### src/rtl/ifu_fetch_if.sv
// Fetch-unit bus bundle: instruction-memory request/response, decode handoff,
// redirect input and fault status. master = fetch unit, slave = environment.
interface ifu_fetch_if;
    logic        mem_req_valid;
    logic        mem_req_ready;
    logic [31:0] mem_req_addr;
    logic        mem_rsp_valid;
    logic [31:0] mem_rsp_data;
    logic        mem_rsp_err;
    logic        inst_valid;
    logic        inst_ready;
    logic [31:0] inst_data;
    logic [31:0] inst_pc;
    logic        redirect_valid;
    logic [31:0] redirect_pc;
    logic        fetch_fault;

    modport master (
        output mem_req_valid, mem_req_addr, inst_valid, inst_data, inst_pc, fetch_fault,
        input  mem_req_ready, mem_rsp_valid, mem_rsp_data, mem_rsp_err,
               inst_ready, redirect_valid, redirect_pc
    );

    modport slave (
        input  mem_req_valid, mem_req_addr, inst_valid, inst_data, inst_pc, fetch_fault,
        output mem_req_ready, mem_rsp_valid, mem_rsp_data, mem_rsp_err,
               inst_ready, redirect_valid, redirect_pc
    );
endinterface

### src/rtl/ifu_fetch.sv
// Instruction fetch unit: one outstanding word fetch, shift-register instruction
// buffer, redirect flush with stale-response tracking. Optional counters: IFU_PERF_EN.
module ifu_fetch #(
    parameter logic [31:0] RESET_PC   = 32'h8000_0000,
    parameter int unsigned FIFO_DEPTH = 2
) (
    input  logic clk,
    input  logic reset,
    ifu_fetch_if.master bus
`ifdef IFU_PERF_EN
    ,
    output logic [31:0] perf_fetch_cnt,
    output logic [31:0] perf_stall_cnt
`endif
);
    localparam int unsigned CNT_W = $clog2(FIFO_DEPTH) + 1;

    typedef enum logic [1:0] {IDLE, REQ, WAIT} state_e;

    state_e           state_q, state_d;
    logic [31:0]      fetch_pc_q, fetch_pc_d;
    logic [31:0]      addr_q, addr_d;
    logic [31:0]      req_pc_q, req_pc_d;
    logic             stale_q, stale_d;
    logic             fault_q, fault_d;
    logic             req_valid_q;
    logic             inst_valid_q;
    logic [CNT_W-1:0] count_q, count_d;
    logic [CNT_W-1:0] wr_idx;
    logic [31:0]      pc_q   [FIFO_DEPTH];
    logic [31:0]      pc_d   [FIFO_DEPTH];
    logic [31:0]      data_q [FIFO_DEPTH];
    logic [31:0]      data_d [FIFO_DEPTH];
    logic             hs, rsp, pop, push, go_req;

    assign bus.mem_req_valid = req_valid_q;
    assign bus.mem_req_addr  = addr_q;
    assign bus.inst_valid    = inst_valid_q;
    assign bus.inst_pc       = pc_q[0];
    assign bus.inst_data     = data_q[0];
    assign bus.fetch_fault   = fault_q;

    // Next-state: request FSM, redirect override, slot accounting
    always_comb begin
        state_d    = state_q;
        fetch_pc_d = fetch_pc_q;
        addr_d     = addr_q;
        req_pc_d   = req_pc_q;
        stale_d    = stale_q;
        fault_d    = fault_q;
        push       = 1'b0;
        go_req     = 1'b0;
        hs         = (state_q == REQ) && bus.mem_req_ready;
        rsp        = (state_q == WAIT) && bus.mem_rsp_valid;
        pop        = inst_valid_q && bus.inst_ready;

        unique case (state_q)
            IDLE: go_req = 1'b1;
            REQ: begin
                if (hs) begin
                    req_pc_d = addr_q;
                    // A stale request was issued before the redirect; fetch_pc already holds the target
                    if (!stale_q) fetch_pc_d = fetch_pc_q + 32'd4;
                    state_d = WAIT;
                end
            end
            WAIT: begin
                if (rsp) begin
                    state_d = IDLE;
                    if (stale_q) begin
                        stale_d = 1'b0;
                        go_req  = 1'b1;
                    end else if (bus.mem_rsp_err) begin
                        fault_d = 1'b1;
                    end else begin
                        push   = 1'b1;
                        go_req = 1'b1;
                    end
                end
            end
            default: state_d = IDLE;
        endcase

        if (bus.redirect_valid) begin
            fetch_pc_d = bus.redirect_pc & ~32'h3;
            fault_d    = 1'b0;
            push       = 1'b0;
            if (state_q == REQ || (state_q == WAIT && !bus.mem_rsp_valid)) stale_d = 1'b1;
            if (state_q == IDLE || rsp) go_req = 1'b1;
        end

        count_d = bus.redirect_valid ? '0 : count_q + CNT_W'(push) - CNT_W'(pop);

        if (go_req && (count_d < CNT_W'(FIFO_DEPTH)) && !fault_d) begin
            state_d = REQ;
            addr_d  = fetch_pc_d;
        end
    end

    // Buffer update: head always in slot 0, pop shifts down
    always_comb begin
        pc_d   = pc_q;
        data_d = data_q;
        wr_idx = count_q - CNT_W'(pop);
        if (pop) begin
            for (int unsigned i = 0; i + 1 < FIFO_DEPTH; i++) begin
                pc_d[i]   = pc_q[i+1];
                data_d[i] = data_q[i+1];
            end
        end
        if (push) begin
            for (int unsigned i = 0; i < FIFO_DEPTH; i++) begin
                if (CNT_W'(i) == wr_idx) begin
                    pc_d[i]   = req_pc_q;
                    data_d[i] = bus.mem_rsp_data;
                end
            end
        end
    end

    always_ff @(posedge clk) begin
        if (reset) begin
            state_q      <= IDLE;
            fetch_pc_q   <= RESET_PC;
            addr_q       <= RESET_PC;
            req_pc_q     <= RESET_PC;
            stale_q      <= 1'b0;
            fault_q      <= 1'b0;
            req_valid_q  <= 1'b0;
            inst_valid_q <= 1'b0;
            count_q      <= '0;
        end else begin
            state_q      <= state_d;
            fetch_pc_q   <= fetch_pc_d;
            addr_q       <= addr_d;
            req_pc_q     <= req_pc_d;
            stale_q      <= stale_d;
            fault_q      <= fault_d;
            req_valid_q  <= (state_d == REQ);
            inst_valid_q <= (count_d != '0);
            count_q      <= count_d;
        end
    end

    always_ff @(posedge clk) begin
        pc_q   <= pc_d;
        data_q <= data_d;
    end

`ifdef IFU_PERF_EN
    logic [31:0] perf_fetch_q, perf_stall_q;

    always_ff @(posedge clk) begin
        if (reset) begin
            perf_fetch_q <= '0;
            perf_stall_q <= '0;
        end else begin
            if (push)          perf_fetch_q <= perf_fetch_q + 32'd1;
            if (!inst_valid_q) perf_stall_q <= perf_stall_q + 32'd1;
        end
    end

    assign perf_fetch_cnt = perf_fetch_q;
    assign perf_stall_cnt = perf_stall_q;
`endif
endmodule
### src/flat_wrapper.sv
// flat-port wrapper written by rule: the top's interface ports become plain ports
module ifu_fetch_flat 
#(
    parameter logic [31:0] RESET_PC   = 32'h8000_0000,
    parameter int unsigned FIFO_DEPTH = 2
)
  (clk, reset, bus_mem_req_valid, bus_mem_req_addr, bus_inst_valid, bus_inst_data, bus_inst_pc, bus_fetch_fault, bus_mem_req_ready, bus_mem_rsp_valid, bus_mem_rsp_data, bus_mem_rsp_err, bus_inst_ready, bus_redirect_valid, bus_redirect_pc);
  ifu_fetch_if bus_i ();
  input  logic clk;
  input  logic reset;
  output wire logic [$bits(bus_i.mem_req_valid)-1:0] bus_mem_req_valid;
  output wire logic [$bits(bus_i.mem_req_addr)-1:0] bus_mem_req_addr;
  output wire logic [$bits(bus_i.inst_valid)-1:0] bus_inst_valid;
  output wire logic [$bits(bus_i.inst_data)-1:0] bus_inst_data;
  output wire logic [$bits(bus_i.inst_pc)-1:0] bus_inst_pc;
  output wire logic [$bits(bus_i.fetch_fault)-1:0] bus_fetch_fault;
  input wire logic [$bits(bus_i.mem_req_ready)-1:0] bus_mem_req_ready;
  input wire logic [$bits(bus_i.mem_rsp_valid)-1:0] bus_mem_rsp_valid;
  input wire logic [$bits(bus_i.mem_rsp_data)-1:0] bus_mem_rsp_data;
  input wire logic [$bits(bus_i.mem_rsp_err)-1:0] bus_mem_rsp_err;
  input wire logic [$bits(bus_i.inst_ready)-1:0] bus_inst_ready;
  input wire logic [$bits(bus_i.redirect_valid)-1:0] bus_redirect_valid;
  input wire logic [$bits(bus_i.redirect_pc)-1:0] bus_redirect_pc;
  assign bus_mem_req_valid = bus_i.mem_req_valid;
  assign bus_mem_req_addr = bus_i.mem_req_addr;
  assign bus_inst_valid = bus_i.inst_valid;
  assign bus_inst_data = bus_i.inst_data;
  assign bus_inst_pc = bus_i.inst_pc;
  assign bus_fetch_fault = bus_i.fetch_fault;
  assign bus_i.mem_req_ready = bus_mem_req_ready;
  assign bus_i.mem_rsp_valid = bus_mem_rsp_valid;
  assign bus_i.mem_rsp_data = bus_mem_rsp_data;
  assign bus_i.mem_rsp_err = bus_mem_rsp_err;
  assign bus_i.inst_ready = bus_inst_ready;
  assign bus_i.redirect_valid = bus_redirect_valid;
  assign bus_i.redirect_pc = bus_redirect_pc;
  ifu_fetch #(.RESET_PC(RESET_PC), .FIFO_DEPTH(FIFO_DEPTH)) u_core (.clk(clk), .reset(reset), .bus(bus_i));
endmodule
### config.mk
export PLATFORM = sky130hd
export DESIGN_NAME = ifu_fetch_flat
export DESIGN_NICKNAME = d
export VERILOG_FILES = /design/src/rtl/ifu_fetch_if.sv /design/src/rtl/ifu_fetch.sv /design/src/flat_wrapper.sv
export SDC_FILE = /design/constraint.sdc
export NUM_CORES = 1
export LEC_CHECK = 0
export CORE_MARGIN = 10
export CORE_UTILIZATION = 35
export DETAILED_ROUTE_END_ITERATION = 16
export PLACE_DENSITY = 0.54
export RECOVER_POWER = 50
export SLEW_MARGIN = 30
export SYNTH_ARGS = -nofsm -noshare
export SYNTH_HDL_FRONTEND = slang
export SYNTH_SLANG_ARGS = --single-unit
### constraint.sdc
create_clock -name clk -period 15 [get_ports clk]
set_input_delay 3 -clock clk [delete_from_list [all_inputs] [get_ports clk]]
set_output_delay 3 -clock clk [all_outputs]
set_load 0.005 [all_outputs]
==> impl_metrics.env <==
export IMPL_status="finished with violations"
export IMPL_violations="capacitance limit, slew limit"
export IMPL_ys_seq_area_frac=0.5526
export IMPL_ff2ff_path_depth=8
export IMPL_synth_nets=1033
export IMPL_path_cells="buf_2 > clkbuf_1 > nor3_1 > ha_1 > xnor3_1 > a31oi_1 > nor2_2 > nor2_1 > a22o_1"
export IMPL_htree_levels=1
export IMPL_root_buffer="clkbuf_16"
export IMPL_placementRows=60
export IMPL_cts_setup_buffers=0
export IMPL_synthMuxAreaShare=0.07444
export IMPL_core_mm2=0.02695
export IMPL_yosys_area_share_xor_xnor=0.009681
export IMPL_drive_gt1_frac=0.06238
export IMPL_fmax_mhz=145.1
export IMPL_cp_depth=9
export IMPL_path_delay_family="simple AND/OR/NAND/NOR gates"
export IMPL_cts_sinks=232
export IMPL_wirelength_um=24130
export IMPL_io_pins=170
export IMPL_yosys_area_share_simple=0.1576
export IMPL_cpMaxStageDelayCell="clkbuf_1"
export IMPL_filler_cell_count=2691
export IMPL_grt_ovfl_total=0
export IMPL_drv_slew=82
export IMPL_dieHeight_um=185.3
export IMPL_syn_mean_instance_area_um2=9.994
export IMPL_start_util=0.3549
export IMPL_cts_buffers_inserted=26
export IMPL_yosys_most_used_dff="dfxtp_1"
export IMPL_peakVddDrop_uv=74.51
export IMPL_clkTransAtPathRegs_ps=60
export IMPL_first_iter_violations=533
export IMPL_cts_tree="built"
export IMPL_path_buf_inv=2
export IMPL_cp_start_kind="input port"
export IMPL_numPortBuffers=167
export IMPL_period_share=0.4595
export IMPL_ctsResizeCount=0
export IMPL_max_slew_margin=-0.4205
export IMPL_drc=0
export IMPL_fin_skew_ps=10.19
export IMPL_worst_ep_required_time_ps=15420
export IMPL_async_flop_share=0
export IMPL_cp_end_kind="register"
export IMPL_dieArea_mm2=0.03434
export IMPL_vias=6848
export IMPL_placed_area_mm2=0.01104
export IMPL_min_period_ps=6893
export IMPL_grt_pass1_wl_um=37490
export IMPL_maxCapViolations=2
export IMPL_hp_class="register to register"
export IMPL_setup_tns_ps=0
export IMPL_synth_edf_count=64
export IMPL_post_dp_hpwl_um=16260
export IMPL_rsz0062_at_grt="no"
export IMPL_worst_pin_slew_ps=2131
export IMPL_synth_compound_area_frac=0.1172
export IMPL_hold_violations=0
export IMPL_path_class="input port to register"
export IMPL_synth_top_family_by_area="simple AND/OR/NAND/NOR gates"
export IMPL_synth_fa_ha_area_frac=0.006541
export IMPL_whs_path_depth=0
export IMPL_track_usage=0.1363
export IMPL_leakage_uw=0.004976
export IMPL_synthDistinctLibCells=61
export IMPL_syn_inst=957
export IMPL_wire_per_inst_um=17.23
export IMPL_arrival_ps=7310
export IMPL_antenna_found_initial=0
export IMPL_ant_nets=0
export IMPL_die_x_um=185.3
export IMPL_syn_to_final_growth_pct=24.19
export IMPL_max_stage_delay_ps=1500
export IMPL_design_area_mm2=0.01188
export IMPL_clk_path_buf_depth=3
export IMPL_setup_violations=0
export IMPL_routabilityCongestion=0.7647
export IMPL_via_per_inst=4.891
export IMPL_drtPass1Iterations=5
export IMPL_layout_nets=1114
export IMPL_insertion_delay_ps=520
export IMPL_grt_pass1_vias=6601
export IMPL_ys_ff_latch=232
export IMPL_yosysWarningCount=0
export IMPL_grt_max_degree=96
export IMPL_syn_area_mm2=0.009564
export IMPL_cp_max_fo=47
export IMPL_p_per_area_mw_per_mm2=139.6
export IMPL_hold_buffers=0
==> synth_stat cells (all sizes together), types with 4 or more instances <==
| master | number | area [µm²] |
|---|---|---|
| nand2b | 4 | 25.02 |
| and3 | 6 | 37.54 |
| mux2i | 70 | 700.7 |
| o21ai | 13 | 65.06 |
| nand2 | 98 | 367.9 |
| ha | 5 | 62.56 |
| nor4 | 6 | 50.04 |
| buf | 72 | 528.0 |
| nor3 | 32 | 170.2 |
| dfxtp | 168 | 3363 |
| a211oi | 4 | 30.03 |
| or2 | 4 | 25.03 |
| or4 | 7 | 52.55 |
| o31ai | 4 | 30.03 |
| clkbuf | 52 | 195.2 |
| a21oi | 109 | 545.5 |
| nand4 | 12 | 81.33 |
| a32o | 4 | 40.04 |
| xnor2 | 7 | 61.31 |
| inv | 15 | 56.30 |
| o41ai | 9 | 86.34 |
| nor2 | 93 | 349.1 |
| nand3 | 31 | 155.2 |
| edfxtp | 64 | 1922 |
| a21o | 6 | 45.04 |
| o21a | 9 | 67.56 |
| and2 | 9 | 56.30 |
==> flip-flops by register name, indices dropped and copies added, names as in the netlist, 2 cells and up <==
register / flops
u_core.fetch_pc_q: 32
u_core.bus.inst_data: 32
u_core.bus.inst_pc: 32
u_core.data_q: 32
u_core.pc_q: 32
u_core.req_pc_q: 32
u_core.bus.mem_req_addr: 32
u_core.state_q: 2
u_core.count_q: 2
==> kinds of logic (layout without fill, tap and decap cells) <==
kind of cell | after synthesis | count (layout)
AND/OR/NAND/NOR | 318 | 318
other | 0 | 1
AO/OA/AOI/OAI | 182 | 182
buffers and inverters | 140 | 241
multiplexers | 71 | 71
XOR/XNOR | 9 | 9
adder cells (fa/ha/maj) | 5 | 5
flip-flops | 232 | 232
==> metrics by stage <==
stage / util / power (µW) / hold slack, ps / worst slack, ps / cells
2_1_floorplan: - / 961.8 / 430.7 / 7351 / 957
3_3_place_gp: 0.4095 / 1077 / 438.9 / 8582 / 1351
3_5_place_dp: 0.4095 / 1082 / 442.8 / 8579 / 1351
4_1_cts: 0.4408 / 1716 / 451.5 / 9128 / 1399
5_1_grt: 0.4406 / 1743 / 468.7 / 7736 / 1399
6_report: 0.4407 / 1658 / 456.4 / 8107 / 1400
==> layer usage <==
layer	global-route usage	wire length, µm	share of wire	up-vias
met4	0.03218	329	0.014	0
met2	0.2088	10540	0.44	188
li1	-	-	-	3484
met5	0	0	0	-
met1	0.1892	11420	0.47	3146
met3	0.03174	1832	0.076	30
==> power by group <==
part | switching, µW | internal [µW] | total, µW | leakage (µW)
clock | 249 | 376 | 624 | 0.000417
combinational | 111 | 157 | 268 | 0.00254
sequential | 45.4 | 720 | 765 | 0.00202
total | 405 | 1250 | 1660 | 0.00498
==> cells in the final DEF, fill, tap and decap left out, types with 13 or more instances in the layout <==
cell               n
a21oi_1          109
clkbuf_16         28
clkdlybuf4s50_1   48
dfxtp_1          168
dlygate4sd3_1    117
edfxtp_1          64
inv_1             15
mux2i_1           70
nand2_1           97
nand3_1           30
nor2_1            90
nor3_1            30
o21ai_0           13
==> cell type report <==
class	instances	area, µm²	share of cell area
multi-input combinational	585	3528	0.2971
inverter	16	60.06	0.005056
tap	341	426.7	0.03592
clock inverter	10	103.9	0.008743
sequential	232	5285	0.4450
timing repair buffer	177	1733	0.1459
antenna	1	2.502	0.0002107
clock buffer	38	738.2	0.06215
==> path summary, 6_finish.rpt <==
check                                                       from  slack, ps                                  endpoint
worst max-delay path                          bus_redirect_valid       8110  u_core.bus.mem_req_addr[25]$_SDFFE_PP0P_
worst min-delay path            u_core.req_pc_q[20]$_SDFFE_PP0P_        460                 u_core.pc_q[20]$_DFFE_PP_
worst max register to register      u_core.state_q[1]$_SDFF_PP0_      11540  u_core.bus.mem_req_addr[25]$_SDFFE_PP0P_
worst min register to register  u_core.req_pc_q[20]$_SDFFE_PP0P_        460                 u_core.pc_q[20]$_DFFE_PP_
==> worst register-to-register path, cell delays in order (launching register included) <==
cell,delay (ps)
dfxtp_1,540
nand4bb_1,170
nor3_1,470
ha_1,270
xnor3_1,170
a31oi_1,120
nor2_2,870
nor2_1,430
a22o_1,330
(Power assumes the default switching activity.)
